**config.mk**
```make
export PLATFORM = sky130hd
export DESIGN_NAME = instr_fetch_unit
export DESIGN_NICKNAME = d
export VERILOG_FILES = /design/src/rtl/instr_fetch_unit_pkg.sv /design/src/rtl/instr_fetch_unit_pc_counter.sv /design/src/rtl/instr_fetch_unit.sv
export SDC_FILE = /design/constraint.sdc
export NUM_CORES = 1
export LEC_CHECK = 0
export ABC_CLOCK_PERIOD_IN_PS = 2800
export CORE_MARGIN = 1.5
export CORE_UTILIZATION = 30
export CTS_BUF_LIST = sky130_fd_sc_hd__clkbuf_4 sky130_fd_sc_hd__clkbuf_8
export CTS_CLUSTER_DIAMETER = 120
export DETAILED_ROUTE_END_ITERATION = 10
export GPL_ROUTABILITY_DRIVEN = 0
export PLACE_DENSITY = 0.66
export SETUP_SLACK_MARGIN = 0.15
export SLEW_MARGIN = 20
export SYNTH_ARGS = -nofsm -noshare
export SYNTH_HDL_FRONTEND = slang
export SYNTH_SLANG_ARGS = --single-unit
```
**constraint.sdc**
```tcl
create_clock -name clk -period 2.8 [get_ports clk]
set_input_delay 0.56 -clock clk [delete_from_list [all_inputs] [get_ports clk]]
set_output_delay 0.56 -clock clk [all_outputs]
set_load 0.02 [all_outputs]
```
**src/rtl/instr_fetch_unit_pkg.sv**
```systemverilog
// Shared definitions for the instruction fetch unit and the datapath controller.
// Contents: the NOP and HALT instruction encodings and the instruction format codes.
// The format code sits in the two least significant bits of an instruction word.
package instr_fetch_unit_pkg;

    localparam logic [15:0] CPU_NOP_WORD  = 16'h0003;
    localparam logic [15:0] CPU_HALT_WORD = 16'hFFFF;

    typedef enum logic [1:0] {
        FmtAlu = 2'b00,
        FmtImm = 2'b01,
        FmtNop = 2'b11
    } inst_fmt_e;

endpackage

```
**src/rtl/instr_fetch_unit_pc_counter.sv**
```systemverilog
// Program counter register for the fetch unit.
// Ports:
//   clk  in           clock, rising edge
//   rst  in           asynchronous, active-high reset (pc -> 0)
//   clr  in           synchronous clear to 0 (takes priority over inc)
//   inc  in           advance by one, wrapping from 2**ADDR_W-1 to 0
//   pc   out ADDR_W   current value
module instr_fetch_unit_pc_counter #(
    parameter int unsigned ADDR_W = 8
) (
    input  logic              clk,
    input  logic              rst,
    input  logic              clr,
    input  logic              inc,
    output logic [ADDR_W-1:0] pc
);

    logic [ADDR_W-1:0] pc_d, pc_q;

    // The add is truncated to ADDR_W bits, which gives the wrap for free.
    always_comb begin
        pc_d = pc_q;
        if (clr) begin
            pc_d = '0;
        end else if (inc) begin
            pc_d = pc_q + ADDR_W'(1);
        end
    end

    always_ff @(posedge clk or posedge rst) begin
        if (rst) begin
            pc_q <= '0;
        end else begin
            pc_q <= pc_d;
        end
    end

    assign pc = pc_q;

endmodule

```
**src/rtl/instr_fetch_unit.sv**
```systemverilog
// Instruction fetch unit: reads 16-bit words from a synchronous ROM and feeds them to the
// multicycle controller, one instruction per 6-cycle controller round (S2..S7).
// Ports:
//   clk, rst         clock (rising edge), asynchronous active-high reset
//   start            1-cycle pulse, begins execution at pc=0 from IDLE or HALTED
//   done_in          controller done, high in S7; used to align and to advance the pc
//   step             (FETCH_STEP_EN only) 1-cycle pulse releasing one more instruction
//   mem_req/mem_addr ROM read strobe and address (address is always pc)
//   mem_rdata        ROM data, valid the cycle after mem_req
//   inst_out         instruction presented to the controller
//   run              execute enable, high only in EXEC
//   pc               program counter
//   halted           HALT_WORD was fetched; cleared by start or rst
// Build option: define FETCH_STEP_EN to add the step input and the PAUSE state
// (single-instruction stepping). Without it the fetch loop free-runs.
module instr_fetch_unit
    import instr_fetch_unit_pkg::*;
#(
    parameter int unsigned ADDR_W    = 8,
    parameter logic [15:0] HALT_WORD = CPU_HALT_WORD,
    parameter logic [15:0] NOP_WORD  = CPU_NOP_WORD
) (
    input  logic              clk,
    input  logic              rst,
    input  logic              start,
    input  logic              done_in,
`ifdef FETCH_STEP_EN
    input  logic              step,
`endif
    output logic              mem_req,
    output logic [ADDR_W-1:0] mem_addr,
    input  logic [15:0]       mem_rdata,
    output logic [15:0]       inst_out,
    output logic              run,
    output logic [ADDR_W-1:0] pc,
    output logic              halted
);

    localparam logic [2:0] StIdle   = 3'd0;
    localparam logic [2:0] StSync   = 3'd1;
    localparam logic [2:0] StFetch  = 3'd2;
    localparam logic [2:0] StLoad   = 3'd3;
    localparam logic [2:0] StExec   = 3'd4;
    localparam logic [2:0] StHalted = 3'd5;
`ifdef FETCH_STEP_EN
    localparam logic [2:0] StPause  = 3'd6;
`endif

    logic [2:0]  state_d, state_q;
    logic [15:0] inst_d, inst_q;
    logic        halted_d, halted_q;
    logic        pc_clr, pc_inc;
`ifdef FETCH_STEP_EN
    logic        step_pending_d, step_pending_q;
`endif

    always_comb begin
        state_d  = state_q;
        inst_d   = inst_q;
        halted_d = halted_q;
        pc_clr   = 1'b0;
        pc_inc   = 1'b0;
`ifdef FETCH_STEP_EN
        // Capture a step in any cycle, so one coinciding with done_in is not lost.
        step_pending_d = step_pending_q | step;
`endif
        case (state_q)
            StIdle: begin
                // start beats a simultaneous done_in; alignment waits for the next one.
                if (start) begin
                    pc_clr  = 1'b1;
                    state_d = StSync;
`ifdef FETCH_STEP_EN
                    step_pending_d = 1'b0;
`endif
                end
            end
            StSync: begin
                if (done_in) begin
                    state_d = StFetch;
                end
            end
            StFetch: begin
                state_d = StLoad;
            end
            StLoad: begin
                // A HALT word never reaches the controller; it sees a NOP instead.
                if (mem_rdata == HALT_WORD) begin
                    inst_d   = NOP_WORD;
                    halted_d = 1'b1;
                    state_d  = StHalted;
                end else begin
                    inst_d  = mem_rdata;
                    state_d = StExec;
                end
            end
            StExec: begin
                if (done_in) begin
                    pc_inc = 1'b1;
`ifdef FETCH_STEP_EN
                    inst_d  = NOP_WORD;
                    state_d = StPause;
`else
                    state_d = StFetch;
`endif
                end
            end
            StHalted: begin
                if (start) begin
                    halted_d = 1'b0;
                    pc_clr   = 1'b1;
                    state_d  = StSync;
`ifdef FETCH_STEP_EN
                    step_pending_d = 1'b0;
`endif
                end
            end
`ifdef FETCH_STEP_EN
            StPause: begin
                if (step_pending_d) begin
                    step_pending_d = 1'b0;
                    state_d        = StSync;
                end
            end
`endif
            default: begin
                state_d = StIdle;
            end
        endcase
    end

    always_ff @(posedge clk or posedge rst) begin
        if (rst) begin
            state_q  <= StIdle;
            inst_q   <= NOP_WORD;
            halted_q <= 1'b0;
        end else begin
            state_q  <= state_d;
            inst_q   <= inst_d;
            halted_q <= halted_d;
        end
    end

`ifdef FETCH_STEP_EN
    always_ff @(posedge clk or posedge rst) begin
        if (rst) begin
            step_pending_q <= 1'b0;
        end else begin
            step_pending_q <= step_pending_d;
        end
    end
`endif

    instr_fetch_unit_pc_counter #(
        .ADDR_W (ADDR_W)
    ) u_pc_counter (
        .clk (clk),
        .rst (rst),
        .clr (pc_clr),
        .inc (pc_inc),
        .pc  (pc)
    );

    assign mem_req  = (state_q == StFetch);
    assign mem_addr = pc;
    assign inst_out = inst_q;
    assign run      = (state_q == StExec);
    assign halted   = halted_q;

endmodule
```
**Word level (Yosys, flattened, before mapping)**

Index checks and enable logic that the tools add are counted.
W data, S select, Z words.

- Latch bits: 0
- Register bits after elaboration: 28
- Bits in writable memories: 0
- Input bits: 20
- Output and inout port bits: 35
- ROM bits: 0
- Word-level logic and storage cells: 36
- Memories kept: 0

- Order comparisons: 0
- Add/sub/neg operators: 1
- Reduce and logical (&&, ||, !) cells: 7
- Divide/modulo/power cells: 0
- Bitwise gates (word level): 0
- Muxes and demuxes: 14
- Multiply operators: 0
- Equality and inequality tests: 10
- Shift-type cells: 0

Operators by type and width:

| cell | count |
|---|---|
| $eq A16 B16 Y1 const B | 1 |
| $mux W16 | 1 |
| $mux W8 | 2 |
| $pmux W3 S4 | 1 |
| $add A8 B1 Y8 const B | 1 |
| $mux W1 | 7 |
| $eq A3 B2 Y1 const B | 2 |
| $eq A3 B3 Y1 const B | 2 |
| $mux W3 | 2 |
| $ne A2 B1 Y1 const B | 2 |
| $ne A2 B2 Y1 const B | 2 |
| $reduce_bool A2 Y1 | 2 |
| $reduce_or A2 Y1 | 2 |
| $eq A3 B1 Y1 const B | 1 |
| $logic_not A3 Y1 | 1 |
| $reduce_and A3 Y1 | 1 |
| $pmux W1 S2 | 1 |
| $reduce_and A2 Y1 | 1 |

**Logic depth before layout (Yosys ltp)**

Gate-level depths: netlist of run 1.

- Depth after elaboration: 4
- Gate-level depth with buffers: 7
- Gate-level depth less buffers: 5

**By module**

Synthesis of run 1 repeated with hierarchy kept, for this count alone.

- Cells, all modules: 129
- Area, all modules: 1402.6 sq um

Modules (own cells, without submodules):

| module | seq. area each (sq um) | instances | area an instance (sq um) | cells an instance |
|---|---|---|---|---|
| instr_fetch_unit | 503.0 | 1 | 1002.2 | 91 |
| instr_fetch_unit_pc_counter | 200.2 | 1 | 400.4 | 38 |

**Worst setup path before layout of run 1**

Ideal clock, no wire load.

- Path kind: register to output
- Start: register state_q[1]
- End: output port mem_req
- Slack: 1.018 ns
- Arrival time: 1.222 ns
- Path buffers: 1
- Cell stages (with the launch flop): 3
- Cell sequence: dfrtp_1 -> clkbuf_1 -> nor3b_1

- Longest elaborated chain between the ends: 1

RTL lines:

| what | line | text |
|---|---|---|
| start: declaration | instr_fetch_unit.sv:49 | `logic [2:0] state_d, state_q;` |
| start signal: assignment | instr_fetch_unit.sv:134 | `state_q <= StIdle;` |
| start signal: assignment | instr_fetch_unit.sv:138 | `state_q <= state_d;` |
| $eq A3 B2 Y1 | instr_fetch_unit.sv:164 | `assign mem_req = (state_q == StFetch);` |
| end: declaration | instr_fetch_unit.sv:30 | `output logic mem_req,` |

No other way between the ends.

**Worst setup path after layout of run 1**

Same ends and word-level chain as after synthesis.

==> implementation parameters, run 1 <==
Parameter                              Value

Timing
  Share of the cycle needed by the critical path after routing ... 0.8213
  Pin slew with the least headroom to its limit ... 0.5715 ns
  Max frequency ... 434.9 MHz
  Total negative slack for setup checks ... 0 ns
  Post-route worst setup slack ... 0.5004 ns
  Remaining max-slew budget at the tightest pin ... 0.6177
  Final slew viol count ... 0
  RSZ-0062 raised after global routing ... false
  Count of endpoints failing hold in the final timing report ... 0
  Clk_skew ... 0.001959 ns
  # setup viols final ... 0
  Final critical delay including setup and external delays ... 2.300 ns

Setup path
  Required arrival time at the worst endpoint ... 2.24 ns
  Reg-to-reg critical path startpoint ... state_q[0]$_DFFE_PP0P_
  Crit Path Max Fanout ... 12
  Cells along the critical path ... nor3b_1 > clkdlybuf4s50_1
  Register-to-register path setup slack ... 1.03 ns
  Capturing element type of the critical path ... primary output
  Critical path data arrival time ... 1.74 ns
  Number of buffers and inverters on the critical path ... 1
  Start-to-end type of the worst setup path ... reg2out
  Worst reg2reg endpoint ... inst_out[9]$_DFFE_PP0N_
  Kind of start point of the critical path ... flip-flop
  Maximum single-stage delay on the critical path ... 0.65 ns
  Worst reg-to-reg path cell count ... 4
  Cell family contributing the most delay on the critical path ... buffers and inverters
  Cell with the biggest individual delay on the critical path ... sky130_fd_sc_hd__clkdlybuf4s50_1

Die
  Starting density of the core ... 0.3180
  I/O pins ... 55
  Count of standard-cell rows ... 24
  X dimension of the die ... 71.41 microns
  Overall die area ... 5099 sq um
  Core region area ... 4414 sq um
  Vertical die dimension ... 71.41 microns

Logic synthesis
  Register area share after synthesis ... 0.5009
  Proportion of netlist area held by the largest area contributor ... 0.4635
  Number of synthesized flops with an enable pin ... 0
  Top FF cell, synth ... sky130_fd_sc_hd__dfrtp_1
  Share of flip-flops with an asynchronous set or reset after synthesis ... 1.000
  List of most frequent post-synthesis cells ... 26 x sky130_fd_sc_hd__dfrtp_1, 22 x sky130_fd_sc_hd__nor2_1, 15 x sky130_fd_sc_hd__mux2i_1
  Post-Syn Area ... 1404 sq um
  Syn Area/Cell ... 11.14 sq um
  Most common cell in the synthesized netlist ... sky130_fd_sc_hd__dfrtp_1
  Nets in the synthesized netlist ... 147
  Register bit count reported by yosys ... 28
  Area leader, netlist ... sky130_fd_sc_hd__dfrtp_1
  Post-synthesis instance total ... 126
  Synth unique cells ... 32
  Yosys warning count ... 0
  Leading post-synthesis cells by cell area ... sky130_fd_sc_hd__dfrtp_1 46%, sky130_fd_sc_hd__mux2i_1 11%, sky130_fd_sc_hd__nor2_1 5.9%

Clock tree
  Hold_buf cts ... 0
  Cts bufs inserted ... 3
  CTS Root Cell ... sky130_fd_sc_hd__clkbuf_8
  Clock slew at the register clock pins of the worst setup and hold paths ... 0.08 ns
  CTS H-Tree Depth ... 1
  Count of clock tree sinks ... 28
  # Post-CTS Setup Buffers ... 0
  Clock tree from TritonCTS ... yes
  Resize count post-CTS ... 0
  Clock latency on the worst-skew pair ... 0.26 ns
  Deepest clock path buffer count ... 2

GRT
  Met1 Resource Use GR ... 0.1404
  First-pass GRT wire length ... 4995 microns
  Met2 layer usage reported by global route ... 0.2181
  Remaining global-route overflow ... 0
  Via count of the first global-routing pass ... 1104
  Met3 usage ... 0.03376
  Total global routing track utilization ... 0.1226
  Initial antenna violation count ... 0
  Most heavily used metal layer in global routing ... met2
  Maximum number of pins on one net before global-route repair ... 29

Place
  Place WS ... 0.4881 ns
  PortBufs ... 54
  Instance area at placement ... 1917 sq um
  HPWL after DPL ... 2289 microns

Outcome
  Status ... completed

Finish
  Post-route cell area ... 1958 sq um
  Proportion of layout cells with a drive suffix above 1 ... 0.08772
  Layout fillers ... 419
  Number of antenna diodes ... 0
  Area growth from synthesis to final layout ... 39.48%
  Net total in the final layout ... 194

Min path
  Number of cells traversed by the worst hold path ... 1
  Hold endpoint ... halted$_DFFE_PP0P_
  Source of the worst hold timing path ... halted$_DFFE_PP0P_
  Path class of the lowest-slack min-delay path ... reg2reg

Pwr
  Static Leak ... 0.0009039 uW
  Maximum ir drop on the vdd rail ... 0.0003011 V
  Power per cell area ... 898.5 nW/um^2

Drt
  Routed length per instance ... 13.75 microns
  Count of vias placed by the detailed router ... 1050
  Number of routed nets with antenna violations ... 0
  Remaining routing DRC violations ... 0
  Vias per cell ... 4.709
  Drt initial violations ... 34
  Routed wire length ... 3067 microns
  Number of detailed-routing iterations run before antenna repair ... 4

Job
  Max Cap Viol ... 0
-- power breakdown --
group | leakage (uW) | internal, uW | switching [uW]
logic | 0.000535 | 440 | 414
registers | 0.000347 | 562 | 136
clock network | 0.0000216 | 96.3 | 111
total | 0.000904 | 1100 | 661
-- cells by family after synthesis --
kind of cell | after synthesis | share of synthesized area
AOI/OAI and AO/OA | 6 | 0.02763
xor gates and xnor gates | 8 | 0.04991
adders and majority gates | 1 | 0.008911
buffers and inverters | 16 | 0.08200
DFF | 28 | 0.5009
muxes | 18 | 0.1310
and+or+nand+nor | 49 | 0.1997
-- flip-flops by register name, summed over array words and instances, names as in the netlist --
signal / count
inst_out: 16
state_q: 3
u_pc_counter.pc: 8
halted: 1
-- placed cells by master (no fill, tap or decap), drive strengths merged, types with 2 or more instances in the layout --
master	n
a21oi	2
buf	2
clkbuf	3
clkdlybuf4s50	54
dfrtp	26
dfstp	2
inv	2
mux2	3
mux2i	15
nand2	6
nand4	6
nor2	22
nor3	5
nor3b	2
xnor2	4
xor2	4
-- layer usage --
metal / vias to the layer above / share of wire
met5: - / 0
met4: 0 / 0.011
met3: 4 / 0.085
met2: 43 / 0.48
met1: 488 / 0.43
li1: 515 / -
-- metrics by stage --
step	power, uW	instances	util	hold slack [ns]
global route	1879	223	0.4436	0.5228
detailed placement	1575	220	0.4342	0.4746
finish	1759	223	0.4436	0.4885
floorplan	1216	126	-	0.5568
global placement	1548	220	0.4342	0.4816
CTS	1788	223	0.4436	0.4953
-- worst max-delay path by stage --
stage / start / to / slack [ns] / cells past startpoint
2_1_floorplan: state_q[1]$_DFFE_PP0P_ / mem_req / 1.02 / 2
3_5_place_dp: mem_rdata[15] / inst_out[9]$_DFFE_PP0N_ / 0.49 / 5
3_3_place_gp: mem_rdata[12] / inst_out[14]$_DFFE_PP0N_ / 0.52 / 5
6_report: state_q[1]$_DFFE_PP0P_ / mem_req / 0.50 / 2
5_1_grt: state_q[2]$_DFFE_PP0P_ / run / 0.36 / 3
4_1_cts: state_q[1]$_DFFE_PP0P_ / mem_req / 0.48 / 2
-- layout make-up --
class                           instances  area [sq um]  area share
Tap cell                               52         65.06     0.03323
Inverter                                2         7.507    0.003834
Timing Repair Buffer                   56         555.5      0.2837
Sequential cell                        28         703.2      0.3591
Clock buffer                            3         41.29     0.02109
Multi-Input combinational cell         82         585.6      0.2990
Note: power is estimated with default switching activity, not from simulation.
==> run 2, diff against run 1 <==
--- a/config.mk
+++ b/config.mk
@@ -5,14 +5,14 @@
 export SDC_FILE = /design/constraint.sdc
 export NUM_CORES = 1
 export LEC_CHECK = 0
-export ABC_CLOCK_PERIOD_IN_PS = 2800
+export ABC_CLOCK_PERIOD_IN_PS = 2000
 export CORE_MARGIN = 1.5
 export CORE_UTILIZATION = 30
 export CTS_BUF_LIST = sky130_fd_sc_hd__clkbuf_4 sky130_fd_sc_hd__clkbuf_8
 export CTS_CLUSTER_DIAMETER = 120
 export DETAILED_ROUTE_END_ITERATION = 10
 export GPL_ROUTABILITY_DRIVEN = 0
-export PLACE_DENSITY = 0.66
+export PLACE_DENSITY = 0.68
 export SETUP_SLACK_MARGIN = 0.15
 export SLEW_MARGIN = 20
 export SYNTH_ARGS = -nofsm -noshare
==> constraint.sdc (replaced) <==
create_clock -name clk -period 2 [get_ports clk]
set_input_delay 0.4 -clock clk [delete_from_list [all_inputs] [get_ports clk]]
set_output_delay 0.4 -clock clk [all_outputs]
set_load 0.02 [all_outputs]
==> run 2 against run 1 <==
Net effect:
- first-iteration DRC count increased by 24%
- wire length grew 2.5%
- total power grew 45%
- setup slack worse by 0.30 ns
- largest power group unchanged
- sequential share of layout area fell by 0.90 points
- largest cell class unchanged
- sequential power grew 33%
- clock skew is 0.0021 ns higher
- utilization rose by 1.2 points
- critical endpoint is now inst_out[0]
- non-clock buffer count increased by 4
==> implementation parameters, run 2 (same netlist as run 1, synthesis figures left out) <==
Parameter                              Value

Timing
  Final slew viol count ... 0 (unchanged)
  Post-route worst setup slack ... 0.2008 ns (was 0.5004 ns)
  Final critical delay including setup and external delays ... 1.799 ns
  Final worst hold slack ... 0.4880 ns (was 0.4885 ns)
  Max frequency ... 555.8 MHz
  Remaining max-slew budget at the tightest pin ... 0.6448 (was 0.6177)
  Share of the cycle needed by the critical path after routing ... 0.8996
  Total negative slack for setup checks ... 0 ns (unchanged)
  Count of endpoints failing hold in the final timing report ... 0 (unchanged)
  Clk_skew ... 0.004068 ns (was 0.001959 ns)
  # setup viols final ... 0 (unchanged)
  Pin slew with the least headroom to its limit ... 0.5304 ns (was 0.5715 ns)
  RSZ-0062 raised after global routing ... false (unchanged)

Die
  Overall die area ... 5099 sq um (unchanged)
  Core region area ... 4414 sq um (unchanged)
  Count of standard-cell rows ... 24 (unchanged)
  Starting density of the core ... 0.3180 (unchanged)
  X dimension of the die ... 71.41 microns (unchanged)
  Vertical die dimension ... 71.41 microns (unchanged)
  I/O pins ... 55 (unchanged)

GRT
  Initial antenna violation count ... 0 (unchanged)
  First-pass GRT wire length ... 5292 microns (was 4995 microns)
  Total global routing track utilization ... 0.1271 (was 0.1226)
  Remaining global-route overflow ... 0 (unchanged)
  Via count of the first global-routing pass ... 1164 (was 1104)
  Maximum number of pins on one net before global-route repair ... 29 (unchanged)

Place
  PortBufs ... 54 (unchanged)
  HPWL after DPL ... 2388 microns (was 2289 microns)
  Place WS ... 0.09032 ns (was 0.4881 ns)

Finish
  Layout fillers ... 395 (was 419)
  Most frequent cells in the layout ... 51 x sky130_fd_sc_hd__clkdlybuf4s50_1, 25 x sky130_fd_sc_hd__dfrtp_1, 22 x sky130_fd_sc_hd__nor2_1, 15 x sky130_fd_sc_hd__mux2i_1 (was 54 x sky130_fd_sc_hd__clkdlybuf4s50_1, 26 x sky130_fd_sc_hd__dfrtp_1, 22 x sky130_fd_sc_hd__nor2_1, 15 x sky130_fd_sc_hd__mux2i_1)
  Number of antenna diodes ... 0 (unchanged)
  Most common cell after layout, fill and taps aside ... sky130_fd_sc_hd__clkdlybuf4s50_1 (unchanged)
  Largest register FFs ... 16 (unchanged)
  Area growth from synthesis to final layout ... 43.32% (was 39.48%)
  Net total in the final layout ... 198 (was 194)
  Proportion of layout cells with a drive suffix above 1 ... 0.1250 (was 0.08772)

Setup path
  Crit Path Max Fanout ... 2 (was 12)
  Reg-to-reg critical path startpoint ... state_q[0]$_DFFE_PP0P_ (unchanged)
  CP Depth ... 1 (was 2)
  Kind of start point of the critical path ... flip-flop (unchanged)
  Worst reg2reg endpoint ... u_pc_counter.pc[6]$_DFFE_PP0P_ (was inst_out[9]$_DFFE_PP0N_)
  Maximum single-stage delay on the critical path ... 0.59 ns (was 0.65 ns)
  Capturing element type of the critical path ... primary output (unchanged)
  Required arrival time at the worst endpoint ... 1.60 ns (was 2.24 ns)
  Cell with the biggest individual delay on the critical path ... sky130_fd_sc_hd__clkdlybuf4s50_1 (unchanged)
  Worst reg-to-reg path cell count ... 6 (was 4)
  Cells along the critical path ... clkdlybuf4s50_1 (was nor3b_1 > clkdlybuf4s50_1)
  Register-to-register path setup slack ... 0.42 ns (was 1.03 ns)
  Critical path data arrival time ... 1.40 ns (was 1.74 ns)
  Start-to-end type of the worst setup path ... reg2out (unchanged)
  Number of buffers and inverters on the critical path ... 1 (unchanged)
  Cell family contributing the most delay on the critical path ... buffers and inverters (unchanged)

Clock tree
  Count of clock tree sinks ... 28 (unchanged)
  Cts bufs inserted ... 3 (unchanged)
  CTS Root Cell ... sky130_fd_sc_hd__clkbuf_8 (unchanged)
  CTS H-Tree Depth ... 1 (unchanged)
  Clock latency on the worst-skew pair ... 0.26 ns (about the same)
  Hold_buf cts ... 0 (unchanged)
  # Post-CTS Setup Buffers ... 0 (unchanged)
  Deepest clock path buffer count ... 2 (unchanged)
  Clock tree from TritonCTS ... yes (unchanged)
  Clock slew at the register clock pins of the worst setup and hold paths ... 0.09 ns (was 0.08 ns)

Pwr
  Net Sw Power ... 952.1 uW (was 661.0 uW)
  Static Leak ... 0.0009461 uW (was 0.0009039 uW)
  Cell-internal power ... 1595 uW (was 1098 uW)
  Sequential cell fraction of total power ... 0.364 (was 0.397)
  Logic gate share of total power ... 0.501 (was 0.486)
  Share of total power in the clock network ... 0.135 (was 0.118)
  Power Total ... 2547 uW (was 1759 uW)
  Maximum ir drop on the vdd rail ... 0.0004548 V (was 0.0003011 V)
  Switch share ... 0.3738 (was 0.3757)
  Power per cell area ... 1266 nW/um^2 (was 898.5 nW/um^2)

Drt
  Number of detailed-routing iterations run before antenna repair ... 4 (unchanged)
  Routed wire length ... 3145 microns (was 3067 microns)
  Count of vias placed by the detailed router ... 1089 (was 1050)
  Drt initial violations ... 42 (was 34)
  Number of routed nets with antenna violations ... 0 (unchanged)
  Routed length per instance ... 13.79 microns (was 13.75 microns)
  Vias per cell ... 4.776 (was 4.709)
  Remaining routing DRC violations ... 0 (unchanged)

Min path
  Path class of the lowest-slack min-delay path ... in2async (was reg2reg)

Job
  Max Cap Viol ... 0 (unchanged)

Outcome
  Status ... completed (unchanged)
==> run 2: routing by layer <==
metal	global-route usage	share of wire	vias up
li1	-	-	523
met4	0.01887	0.0035	0
met1	0.1605	0.44	525
met3	0.02672	0.072	2
met2	0.2284	0.48	39
met5	0	0	-
==> run 2: through the flow <==
step | std cells | util | area, sq um
2_1_floorplan | 126 | - | 1404
3_3_place_gp | 224 | 0.4439 | 1959
3_5_place_dp | 224 | 0.4439 | 1959
4_1_cts | 228 | 0.4561 | 2013
5_1_grt | 228 | 0.4558 | 2012
6_report | 228 | 0.4558 | 2012
==> run 2: worst max path at each step <==
| stage | startpoint | end |
|---|---|---|
| final | inst_out[0]$_DFFE_PP1N_ | inst_out[0] |
| after global routing | u_pc_counter.pc[0]$_DFFE_PP0P_ | mem_addr[0] |
| after CTS | inst_out[1]$_DFFE_PP1N_ | inst_out[1] |
| after detailed placement | mem_rdata[14] | inst_out[12]$_DFFE_PP0N_ |
| after global placement | mem_rdata[7] | state_q[0]$_DFFE_PP0P_ |
| after floorplan | state_q[2]$_DFFE_PP0P_ | inst_out[12]$_DFFE_PP0N_ |
==> run 2: what timing repair did <==
action	4_1_cts	5_1_grt
endpoints found under the setup margin	2	2
cloned	0	0
gates resized for setup	3	4
==> run 2: layout make-up <==
type / instances / area, sq um / share of cell area
flip-flops and latches: 28 / 704.4 / 0.3501
repair buffers: 60 / 594.3 / 0.2954
multi-input cells: 82 / 585.6 / 0.2910
well taps: 52 / 65.06 / 0.03234
clock buffers: 4 / 55.05 / 0.02736
inverters: 2 / 7.507 / 0.003731
==> run 2: power groups by stage <==
stage	combinational (uW)	clock [uW]	sequential (uW)
global route	1380	386	961
finish	1280	343	927
detailed placement	1310	0	943
CTS	1300	353	932
global placement	1270	0	921
floorplan	568	0	1130
==> run 3, diff against run 2 <==
--- a/config.mk
+++ b/config.mk
@@ -7,12 +7,12 @@
 export LEC_CHECK = 0
 export ABC_CLOCK_PERIOD_IN_PS = 2000
 export CORE_MARGIN = 1.5
-export CORE_UTILIZATION = 30
+export CORE_UTILIZATION = 40
 export CTS_BUF_LIST = sky130_fd_sc_hd__clkbuf_4 sky130_fd_sc_hd__clkbuf_8
 export CTS_CLUSTER_DIAMETER = 120
 export DETAILED_ROUTE_END_ITERATION = 10
 export GPL_ROUTABILITY_DRIVEN = 0
-export PLACE_DENSITY = 0.68
+export PLACE_DENSITY = 0.84
 export SETUP_SLACK_MARGIN = 0.15
 export SLEW_MARGIN = 20
 export SYNTH_ARGS = -nofsm -noshare
==> run 3 against run 2 <==
Net effect:
- final area about the same
- combinational power about the same
- total power down 2.6%
==> implementation parameters, run 3 (same netlist as run 1, synthesis figures left out) <==
Parameter                              Value

Outcome
  Status ... completed (unchanged)

Drt
  Count of vias placed by the detailed router ... 1090 (was 1089)
  Vias per cell ... 4.866 (was 4.776)
  Remaining routing DRC violations ... 0 (unchanged)
  Routed wire length ... 3114 microns (was 3145 microns)
  Number of detailed-routing iterations run before antenna repair ... 5 (was 4)
  Drt initial violations ... 45 (was 42)
  Routed length per instance ... 13.90 microns (was 13.79 microns)
  Number of routed nets with antenna violations ... 0 (unchanged)

Clock tree
  Cts bufs inserted ... 3 (unchanged)
  CTS H-Tree Depth ... 1 (unchanged)
  Deepest clock path buffer count ... 2 (unchanged)
  Clock tree from TritonCTS ... yes (unchanged)
  Count of clock tree sinks ... 28 (unchanged)
  # Post-CTS Setup Buffers ... 0 (unchanged)
  Clock latency on the worst-skew pair ... 0.32 ns (was 0.26 ns)
  CTS Root Cell ... sky130_fd_sc_hd__clkbuf_4 (was sky130_fd_sc_hd__clkbuf_8)
  Clock slew at the register clock pins of the worst setup and hold paths ... 0.15 ns (was 0.09 ns)

Finish
  Proportion of layout cells with a drive suffix above 1 ... 0.1404 (was 0.1250)
  Number of antenna diodes ... 0 (unchanged)
  Net total in the final layout ... 200 (was 198)
  Most frequent cells in the layout ... 37 x sky130_fd_sc_hd__clkdlybuf4s50_1, 24 x sky130_fd_sc_hd__dfrtp_1, 22 x sky130_fd_sc_hd__nor2_1, 15 x sky130_fd_sc_hd__mux2i_1, 9 x sky130_fd_sc_hd__dlymetal6s2s_1 (was 51 x sky130_fd_sc_hd__clkdlybuf4s50_1, 25 x sky130_fd_sc_hd__dfrtp_1, 22 x sky130_fd_sc_hd__nor2_1, 15 x sky130_fd_sc_hd__mux2i_1)
  Area growth from synthesis to final layout ... 43.23% (was 43.32%)
  Most common cell after layout, fill and taps aside ... sky130_fd_sc_hd__clkdlybuf4s50_1 (unchanged)
  Largest register FFs ... 16 (unchanged)

Setup path
  Start-to-end type of the worst setup path ... reg2out (unchanged)
  Cell with the biggest individual delay on the critical path ... sky130_fd_sc_hd__dfrtp_2 (was sky130_fd_sc_hd__clkdlybuf4s50_1)
  Critical path data arrival time ... 1.43 ns (was 1.40 ns)
  Required arrival time at the worst endpoint ... 1.60 ns (about the same)
  Cells along the critical path ... inv_1 > nor3_1 > dlygate4sd1_1 (was clkdlybuf4s50_1)
  Cell family contributing the most delay on the critical path ... flip-flops (was buffers and inverters)
  Kind of start point of the critical path ... flip-flop (unchanged)
  Maximum single-stage delay on the critical path ... 0.45 ns (was 0.59 ns)
  Number of buffers and inverters on the critical path ... 2 (was 1)
  Capturing element type of the critical path ... primary output (unchanged)
  Crit Path Max Fanout ... 6 (was 2)

GRT
  Total global routing track utilization ... 0.1718 (was 0.1271)
  Maximum number of pins on one net before global-route repair ... 29 (unchanged)
  Via count of the first global-routing pass ... 1187 (was 1164)
  First-pass GRT wire length ... 5368 microns (was 5292 microns)
  Initial antenna violation count ... 0 (unchanged)
  Remaining global-route overflow ... 0 (unchanged)

Pwr
  Maximum ir drop on the vdd rail ... 0.0004644 V (was 0.0004548 V)
  Power Total ... 2482 uW (was 2547 uW)
  Power per cell area ... 1234 nW/um^2 (was 1266 nW/um^2)
  Static Leak ... 0.001131 uW (was 0.0009461 uW)

Timing
  # setup viols final ... 0 (unchanged)
  Max frequency ... 545.1 MHz (was 555.8 MHz)
  Clk_skew ... 0.002013 ns (was 0.004068 ns)
  Total negative slack for setup checks ... 0 ns (unchanged)
  RSZ-0062 raised after global routing ... true (was false)
  Post-route worst setup slack ... 0.1656 ns (was 0.2008 ns)
  Final critical delay including setup and external delays ... 1.834 ns (was 1.799 ns)
  Remaining max-slew budget at the tightest pin ... 0.6583 (was 0.6448)
  Share of the cycle needed by the critical path after routing ... 0.9172 (was 0.8996)
  Final slew viol count ... 0 (unchanged)
  Pin slew with the least headroom to its limit ... 0.5103 ns (was 0.5304 ns)
  Count of endpoints failing hold in the final timing report ... 0 (unchanged)

Job
  Max Cap Viol ... 0 (unchanged)

Place
  HPWL after DPL ... 2314 microns (was 2388 microns)
  PortBufs ... 54 (unchanged)
  Place WS ... 0.1172 ns (was 0.09032 ns)

Die
  Starting density of the core ... 0.4174 (was 0.3180)
  Vertical die dimension ... 62.24 microns (was 71.41 microns)
  I/O pins ... 55 (unchanged)
  Overall die area ... 3874 sq um (was 5099 sq um)
  X dimension of the die ... 62.24 microns (was 71.41 microns)
  Core region area ... 3363 sq um (was 4414 sq um)
  Count of standard-cell rows ... 21 (was 24)

Min path
  Path class of the lowest-slack min-delay path ... in2async (unchanged)
==> run 3: changes by cell type in the layout (fill, tap and decap cells not counted) <==
cell                              before  now
sky130_fd_sc_hd__dlymetal6s2s_1        1    9
sky130_fd_sc_hd__dfrtp_2               1    2
sky130_fd_sc_hd__buf_4                 5    8
sky130_fd_sc_hd__clkbuf_4              0    3
sky130_fd_sc_hd__clkbuf_2              1    0
sky130_fd_sc_hd__buf_12                1    0
sky130_fd_sc_hd__dlygate4sd1_1         0    1
sky130_fd_sc_hd__nor3b_2               1    2
sky130_fd_sc_hd__dlygate4sd2_1         1    7
sky130_fd_sc_hd__clkbuf_8              4    1
sky130_fd_sc_hd__dfrtp_1              25   24
sky130_fd_sc_hd__clkdlybuf4s50_1      51   37
sky130_fd_sc_hd__nor3b_1               1    0
==> run 3: cell type report <==
| class | count | area, sq um |
|---|---|---|
| tap | 46 | 57.56 |
| multi-input combinational | 82 | 590.6 |
| clock buffer | 4 | 36.28 |
| timing repair buffer | 62 | 613.1 |
| inverter | 2 | 7.507 |
| fill | 314 | 1353 |
| sequential | 28 | 705.7 |
==> run 3: worst register-to-register path, delay by kind of cell (launching register included) <==
kind | cells | cell delay, ns
simple gates | 3 | 0.49
xor+xnor | 1 | 0.15
buf+inv | 2 | 0.37
flops | 1 | 0.46
==> run 3: through the flow <==
step	area [sq um]	std cells	hold slack [ns]	utilization
after floorplan	1404	126	0.4639	-
after global placement	1954	220	0.4824	0.5811
after detailed placement	1954	220	0.4847	0.5811
after CTS	1988	224	0.4355	0.5911
after global routing	2011	224	0.4487	0.5978
final	2011	224	0.4219	0.5978
==> run 3: repair_timing <==
item	4_1_cts	5_1_grt
resized for setup	11	11
cloned	0	0
pin swaps	0	0
hold buffers	0	0
endpoints found under the setup margin	8	11
==> run 3: path summary, 6_finish.rpt <==
path | slack [ns] | end | depth (start not counted) | start
setup / recovery | 0.17 | run | 3 | state_q[2]$_DFFE_PP0P_
hold / removal | 0.42 | u_pc_counter.pc[4]$_DFFE_PP0P_ | 3 | rst
setup reg to reg | 0.42 | u_pc_counter.pc[6]$_DFFE_PP0P_ | 6 | state_q[0]$_DFFE_PP0P_
hold reg to reg | 0.51 | halted$_DFFE_PP0P_ | 1 | halted$_DFFE_PP0P_
max in group asynchronous | 1.27 | inst_out[0]$_DFFE_PP1N_ | 3 | rst
min in group clk | 0.51 | halted$_DFFE_PP0P_ | 1 | halted$_DFFE_PP0P_
==> run 3: where the power goes <==
part           internal [uW]  leakage (uW)  switching, uW  total, uW
sequential               788      0.000344            140        928
combinational            623      0.000766            656       1280
clock                    111     0.0000210            163        274
==> run 3: per-layer routing <==
metal  GRT usage  share of wire  up-vias
met2      0.3057           0.51       35
met4     0.05000         0.0061        0
li1            -              -      527
met1      0.2078           0.43      526
met3     0.03986          0.055        2
met5           0              0        -
